File: config.mk
export PLATFORM = sky130hd
export DESIGN_NAME = logic_op_sweeper_flat
export DESIGN_NICKNAME = d
export VERILOG_FILES = /design/src/rtl/logic_op_sweeper_pkg.sv /design/src/rtl/logic_op_sweeper_if.sv /design/src/rtl/logic_op_sweeper.sv /design/src/flat_wrapper.sv
export SDC_FILE = /design/constraint.sdc
export NUM_CORES = 1
export LEC_CHECK = 0
export CORE_ASPECT_RATIO = 0.9
export CORE_MARGIN = 1
export CORE_UTILIZATION = 35
export DETAILED_ROUTE_END_ITERATION = 16
export HOLD_SLACK_MARGIN = 0.1
export PLACE_DENSITY_LB_ADDON = 0.08
export SYNTH_ARGS = -nofsm -noshare
export SYNTH_HDL_FRONTEND = slang
export SYNTH_SLANG_ARGS = --single-unit
File: constraint.sdc
create_clock -name clk -period 4.8 [get_ports clk]
set_input_delay 0.96 -clock clk [delete_from_list [all_inputs] [get_ports clk]]
set_output_delay 0.96 -clock clk [all_outputs]
set_load 0.03 [all_outputs]
File: src/rtl/logic_op_sweeper_pkg.sv
// ============================================================================
// Module : logic_op_pkg
// Brief  : Opcodes, golden model and FSM encoding for the logic-op sweeper.
// Rev    : 1.0
// ============================================================================
`default_nettype none

package logic_op_pkg;

  localparam logic [1:0] OP_AND   = 2'b00;
  localparam logic [1:0] OP_OR    = 2'b01;
  localparam logic [1:0] OP_XOR   = 2'b10;
  localparam logic [1:0] OP_NOT_A = 2'b11;

  typedef logic [15:0] result_map_t;
  typedef logic [4:0]  err_count_t;

  // Every vector can mismatch, so the count must reach 16.
  localparam err_count_t ERR_MAX = 5'd16;

  typedef enum logic [1:0] {
    ST_IDLE  = 2'd0,
    ST_DRIVE = 2'd1,
    ST_DONE  = 2'd2
  } state_e;

  function automatic logic logic_op_eval(input logic a, input logic b, input logic [1:0] c);
    logic r;
    case (c)
      OP_AND:  r = a & b;
      OP_OR:   r = a | b;
      OP_XOR:  r = a ^ b;
      default: r = ~a;
    endcase
    return r;
  endfunction

endpackage

`default_nettype wire

File: src/rtl/logic_op_sweeper_if.sv
// ============================================================================
// Module : logic_op_sweeper_if
// Brief  : Stimulus/result bundle between the sweeper and its environment.
// Rev    : 1.0
// ============================================================================
`default_nettype none

interface logic_op_sweeper_if;
  import logic_op_pkg::*;

  logic        start;
  logic        y;
  logic        a;
  logic        b;
  logic [1:0]  c;
  logic        busy;
  logic        done;
  logic        valid;
  result_map_t results;
  err_count_t  err_count;
  logic        pass;

  modport master (
    output start, y,
    input  a, b, c, busy, done, valid, results, err_count, pass
  );

  modport slave (
    input  start, y,
    output a, b, c, busy, done, valid, results, err_count, pass
  );

endinterface

`default_nettype wire

File: src/rtl/logic_op_sweeper.sv
// ============================================================================
// Module : logic_op_sweeper
// Brief  : Drives all 16 {c,a,b} vectors into a logic-op unit and scores y.
// Rev    : 1.0
// ============================================================================
`default_nettype none

module logic_op_sweeper
  import logic_op_pkg::*;
#(
  parameter int unsigned HOLD_CYCLES = 4
) (
  input  wire logic           clk,
  input  wire logic           rst_n,
  logic_op_sweeper_if.slave   bus
);

  localparam logic [7:0] c_HOLD_LAST = 8'(HOLD_CYCLES - 1);

  state_e      state_q,   state_d;
  logic [3:0]  idx_q,     idx_d;
  logic [7:0]  cnt_q,     cnt_d;
  result_map_t results_q, results_d;
  err_count_t  err_q,     err_d;
  logic        valid_q,   valid_d;
  logic        done_q,    done_d;
  logic        busy_q,    busy_d;
  logic        a_q,       a_d;
  logic        b_q,       b_d;
  logic [1:0]  c_q,       c_d;

  always_ff @(posedge clk or negedge rst_n) begin
    if (!rst_n) begin
      state_q   <= ST_IDLE;
      idx_q     <= 4'd0;
      cnt_q     <= 8'd0;
      results_q <= '0;
      err_q     <= '0;
      valid_q   <= 1'b0;
      done_q    <= 1'b0;
      busy_q    <= 1'b0;
      a_q       <= 1'b0;
      b_q       <= 1'b0;
      c_q       <= 2'b00;
    end else begin
      state_q   <= state_d;
      idx_q     <= idx_d;
      cnt_q     <= cnt_d;
      results_q <= results_d;
      err_q     <= err_d;
      valid_q   <= valid_d;
      done_q    <= done_d;
      busy_q    <= busy_d;
      a_q       <= a_d;
      b_q       <= b_d;
      c_q       <= c_d;
    end
  end

  always_comb begin
    state_d   = state_q;
    idx_d     = idx_q;
    cnt_d     = cnt_q;
    results_d = results_q;
    err_d     = err_q;
    valid_d   = valid_q;

    case (state_q)
      ST_IDLE: begin
        if (bus.start) begin
          state_d   = ST_DRIVE;
          idx_d     = 4'd0;
          cnt_d     = 8'd0;
          results_d = '0;
          err_d     = '0;
          valid_d   = 1'b0;
        end
      end
      ST_DRIVE: begin
        cnt_d = cnt_q + 8'd1;
        if (cnt_q == c_HOLD_LAST) begin
          cnt_d            = 8'd0;
          results_d[idx_q] = bus.y;
          if ((bus.y != logic_op_eval(idx_q[1], idx_q[0], idx_q[3:2])) && (err_q != ERR_MAX)) begin
            err_d = err_q + 5'd1;
          end
          if (idx_q == 4'hF) begin
            state_d = ST_DONE;
          end else begin
            idx_d = idx_q + 4'd1;
          end
        end
      end
      ST_DONE: begin
        state_d = ST_IDLE;
        valid_d = 1'b1;
      end
      default: state_d = ST_IDLE;
    endcase

    // Outputs are decoded from the next state so they land in registers.
    busy_d = (state_d != ST_IDLE);
    done_d = (state_d == ST_DONE);
    a_d    = (state_d == ST_DRIVE) & idx_d[1];
    b_d    = (state_d == ST_DRIVE) & idx_d[0];
    c_d    = (state_d == ST_DRIVE) ? idx_d[3:2] : 2'b00;
  end

  assign bus.a         = a_q;
  assign bus.b         = b_q;
  assign bus.c         = c_q;
  assign bus.busy      = busy_q;
  assign bus.done      = done_q;
  assign bus.valid     = valid_q;
  assign bus.results   = results_q;
  assign bus.err_count = err_q;
  assign bus.pass      = valid_q && (err_q == '0);

endmodule

`default_nettype wire

File: src/flat_wrapper.sv
// flat-port wrapper written by rule: the top's interface ports become plain ports
module logic_op_sweeper_flat import logic_op_pkg::*;
#(
  parameter int unsigned HOLD_CYCLES = 4
)
  (clk, rst_n, bus_start, bus_y, bus_a, bus_b, bus_c, bus_busy, bus_done, bus_valid, bus_results, bus_err_count, bus_pass);
  logic_op_sweeper_if bus_i ();
  input  wire logic clk;
  input  wire logic rst_n;
  input wire logic [$bits(bus_i.start)-1:0] bus_start;
  input wire logic [$bits(bus_i.y)-1:0] bus_y;
  output wire logic [$bits(bus_i.a)-1:0] bus_a;
  output wire logic [$bits(bus_i.b)-1:0] bus_b;
  output wire logic [$bits(bus_i.c)-1:0] bus_c;
  output wire logic [$bits(bus_i.busy)-1:0] bus_busy;
  output wire logic [$bits(bus_i.done)-1:0] bus_done;
  output wire logic [$bits(bus_i.valid)-1:0] bus_valid;
  output wire logic [$bits(bus_i.results)-1:0] bus_results;
  output wire logic [$bits(bus_i.err_count)-1:0] bus_err_count;
  output wire logic [$bits(bus_i.pass)-1:0] bus_pass;
  assign bus_i.start = bus_start;
  assign bus_i.y = bus_y;
  assign bus_a = bus_i.a;
  assign bus_b = bus_i.b;
  assign bus_c = bus_i.c;
  assign bus_busy = bus_i.busy;
  assign bus_done = bus_i.done;
  assign bus_valid = bus_i.valid;
  assign bus_results = bus_i.results;
  assign bus_err_count = bus_i.err_count;
  assign bus_pass = bus_i.pass;
  logic_op_sweeper #(.HOLD_CYCLES(HOLD_CYCLES)) u_core (.clk(clk), .rst_n(rst_n), .bus(bus_i));
endmodule
==> results.yml <==
routing:
  finalWirelength_mm: 4.97
  drtAntennaViolNets: 0
  dr.pass1.iters: 4
  viasPerCell: 5.39
  post_drt_wl_per_cell_microns: 15.6
  drtIter0Drc: 113
  route.vias.total: 1719
  drcViolationCount: 0
worst_setup_path:
  crit_path_max_fanout: 5
  rr_startpoint: "u_core.idx_q[1]$_DFF_PN0_"
  required_ns: 3.84
  setup.worst_path.end_class: "output port"
  max_stage_delay_ns: 0.66
  worst-r2r-setup-slack_ns: 2.46
  criticalPathCategory: "flip-flop to output port"
  start_kind: "flip-flop"
  cpMaxStageDelayCell: "clkdlybuf4s50_1"
  path_cells: "inv_1, ha_1, and4b_1, clkdlybuf4s50_1"
  crit_arrival_ns: 1.81
  startpoint: "u_core.bus.err_count[0]$_DFFE_PN0P_"
sta:
  relSlewSlack_pct: 38.6
  rsz0062_at_grt: "false"
  finalSetupViolations: 0
  tns_ns: 0
  max_freq_ghz: 0.361
  period_share_pct: 57.7
  drv_slew: 0
  worst_pin_slew_ns: 0.921
  clock-skew-final_ns: 0.00230
  min_period_ns: 2.77
  hold_viol_final: 0
die:
  start_util_pct: 37.3
  std_cell_rows: 26
  die-area_sq_um: 6550
  io_pins: 33
  die_w_microns: 85.2
  die_y_microns: 76.9
  coreArea_sq_um: 5860
clock_tree:
  cts.reportedPaths.clkPinSlew_ns: 0.07
  cts_inserted_buffers: 5
  clk_latency_ns: 0.29
  cts_resized: 0
  cts_tree: "done"
  cts_setup_buffers: 0
  htreeDepth: 2
  cts_sinks: 42
  holdBufCountCts: 0
  cts-root-buf: "clkbuf_8"
  cts_buffer_depth: 2
synthesis:
  synth_seq_cells: 42
  synth_warnings: 0
  synth_fp_nets: 233
  ys_top_cells_by_area: "dfrtp_1 48%, o21ai_1 7.1%, ha_1 4.0%"
  yosysTopAreaCellShare_pct: 48.2
  syn_inst: 222
  yosysTopAreaCell: "dfrtp_1"
  ys_top_cells_by_count: "42 x dfrtp_1, 31 x o21ai_1, 17 x a21oi_1"
  synth_edf_count: 0
  yosysMostFrequentCell: "dfrtp_1"
  synthArstFlopShare_pct: 100
  yosysSeqAreaShare_pct: 48.2
  yosys_most_used_dff: "dfrtp_1"
  syn_area_per_cell_sq_um: 9.83
  ys_types: 48
  syn-cell-area_sq_um: 2180
grt:
  antenna_found_initial: 0
  grt_use_total_pct: 16.1
  grt_overflow: 0
  grt_max_degree: 43
  grt_pass1_vias: 1585
  grt_first_pass_wirelength_mm: 8.27
pwr:
  clkPwrFrac_pct: 28.4
  internal_power_mw: 0.528
  p_sw_share_pct: 29.9
  p_sw_mw: 0.225
  p_leak_nw: 1.08
  power_density_nw_per_um2: 293
  comb_power_share_pct: 13.4
  seq_power_share_pct: 58.3
  vdd_drop_max_mv: 0.192
cells_and_area:
  antenna_cells: 0
  utilization_pct: 44.0
  drive_gt1_share_pct: 7.23
  area_growth_pct: 18.0
  final_cell_area_sq_um: 2570
  final_nets: 260
  fin_cells: 319
  n_fill_cell: 572
place:
  placed_cell_area_sq_um: 2500
  dp_cells: 312
  port_buffers: 32
  hpwlAfterDp_mm: 3.41
  gp_congestion: 0.787
worst_hold_path:
  worstHoldPathType: "flip-flop to flip-flop"
  min-delay-start: "u_core.bus.results[6]$_DFFE_PN0P_"
outcome:
  status: "finished, final reports clean"
run:
  cap_violations: 0
[power groups by stage]
stage / logic [mW] / clock network [mW] / registers, mW
CTS: 0.102 / 0.223 / 0.438
detailed placement: 0.102 / 0 / 0.444
global route: 0.113 / 0.236 / 0.445
floorplan: 0.0770 / 0 / 0.432
finish: 0.101 / 0.214 / 0.439
global placement: 0.101 / 0 / 0.446
[registers in the layout, indices dropped and copies added (netlist names), 2 cells and up]
register,cells
u_core.bus.c,2
u_core.bus.err_count,5
u_core.bus.results,16
u_core.cnt_q,8
u_core.idx_q,4
u_core.state_q,2
[cells by family after synthesis]
| family | count (synthesis) | share of synthesized area [%] |
|---|---|---|
| AOI/OAI and AO/OA | 73 | 20.0 |
| and+or+nand+nor | 69 | 17.4 |
| DFF | 42 | 48.2 |
| buffers and inverters | 21 | 5.50 |
| adders and majority gates | 7 | 4.01 |
| xor gates and xnor gates | 5 | 2.01 |
| muxes | 5 | 2.92 |
[cell usage in the layout, fill, tap and decap left out, types with 7 or more instances in the layout]
master	synthesis	routed
inv_1	8	8
o21ai_0	7	7
clkdlybuf4s50_1	0	31
ha_1	7	7
nor2_1	8	8
nand3_1	15	15
o21ai_1	31	31
a21oi_1	17	17
dfrtp_1	42	42
nand2_1	16	16
[critical path: cells and delay by family, from the launching register on]
family                     cells  cell delay [ns]
adders and majority gates      1             0.15
buffers and inverters          2             0.74
DFF                            1             0.43
and+or+nand+nor                1             0.19
[cell type report]
type	instances	area, sq um	area share [%]
flip-flops and latches	42	1050	40.8
well taps	70	87.6	3.40
multi-input cells	159	1010	39.3
clock buffers	7	76.3	2.96
repair buffers	32	315	12.2
inverters	9	33.8	1.31
[metrics by stage]
stage / total power [mW] / setup WS (ns) / hold WS [ns]
finish: 0.753 / 2.03 / 0.499
global route: 0.794 / 1.96 / 0.530
CTS: 0.763 / 2.00 / 0.503
detailed placement: 0.547 / 2.18 / 0.486
global placement: 0.547 / 2.16 / 0.491
floorplan: 0.509 / 2.66 / 0.478
[per-layer routing]
| layer | vias to the layer above | share of wire, % | GRT usage (%) |
|---|---|---|---|
| li1 | 861 | - | - |
| met1 | 827 | 52 | 24.0 |
| met2 | 26 | 43 | 23.4 |
| met3 | 5 | 4.2 | 3.88 |
| met4 | 0 | 0.91 | 4.07 |
| met5 | - | 0 | 0 |
[final timing paths]
path,depth (start not counted),to
max reg2reg,7,u_core.bus.err_count[2]$_DFFE_PN0P_
min,2,u_core.bus.results[6]$_DFFE_PN0P_
max,4,bus_pass
max in group asynchronous,1,u_core.bus.results[14]$_DFFE_PN0P_
min in group asynchronous,1,u_core.cnt_q[6]$_DFFE_PN0P_
min reg2reg,2,u_core.bus.results[6]$_DFFE_PN0P_
Note: power is estimated with default switching activity, not from simulation.
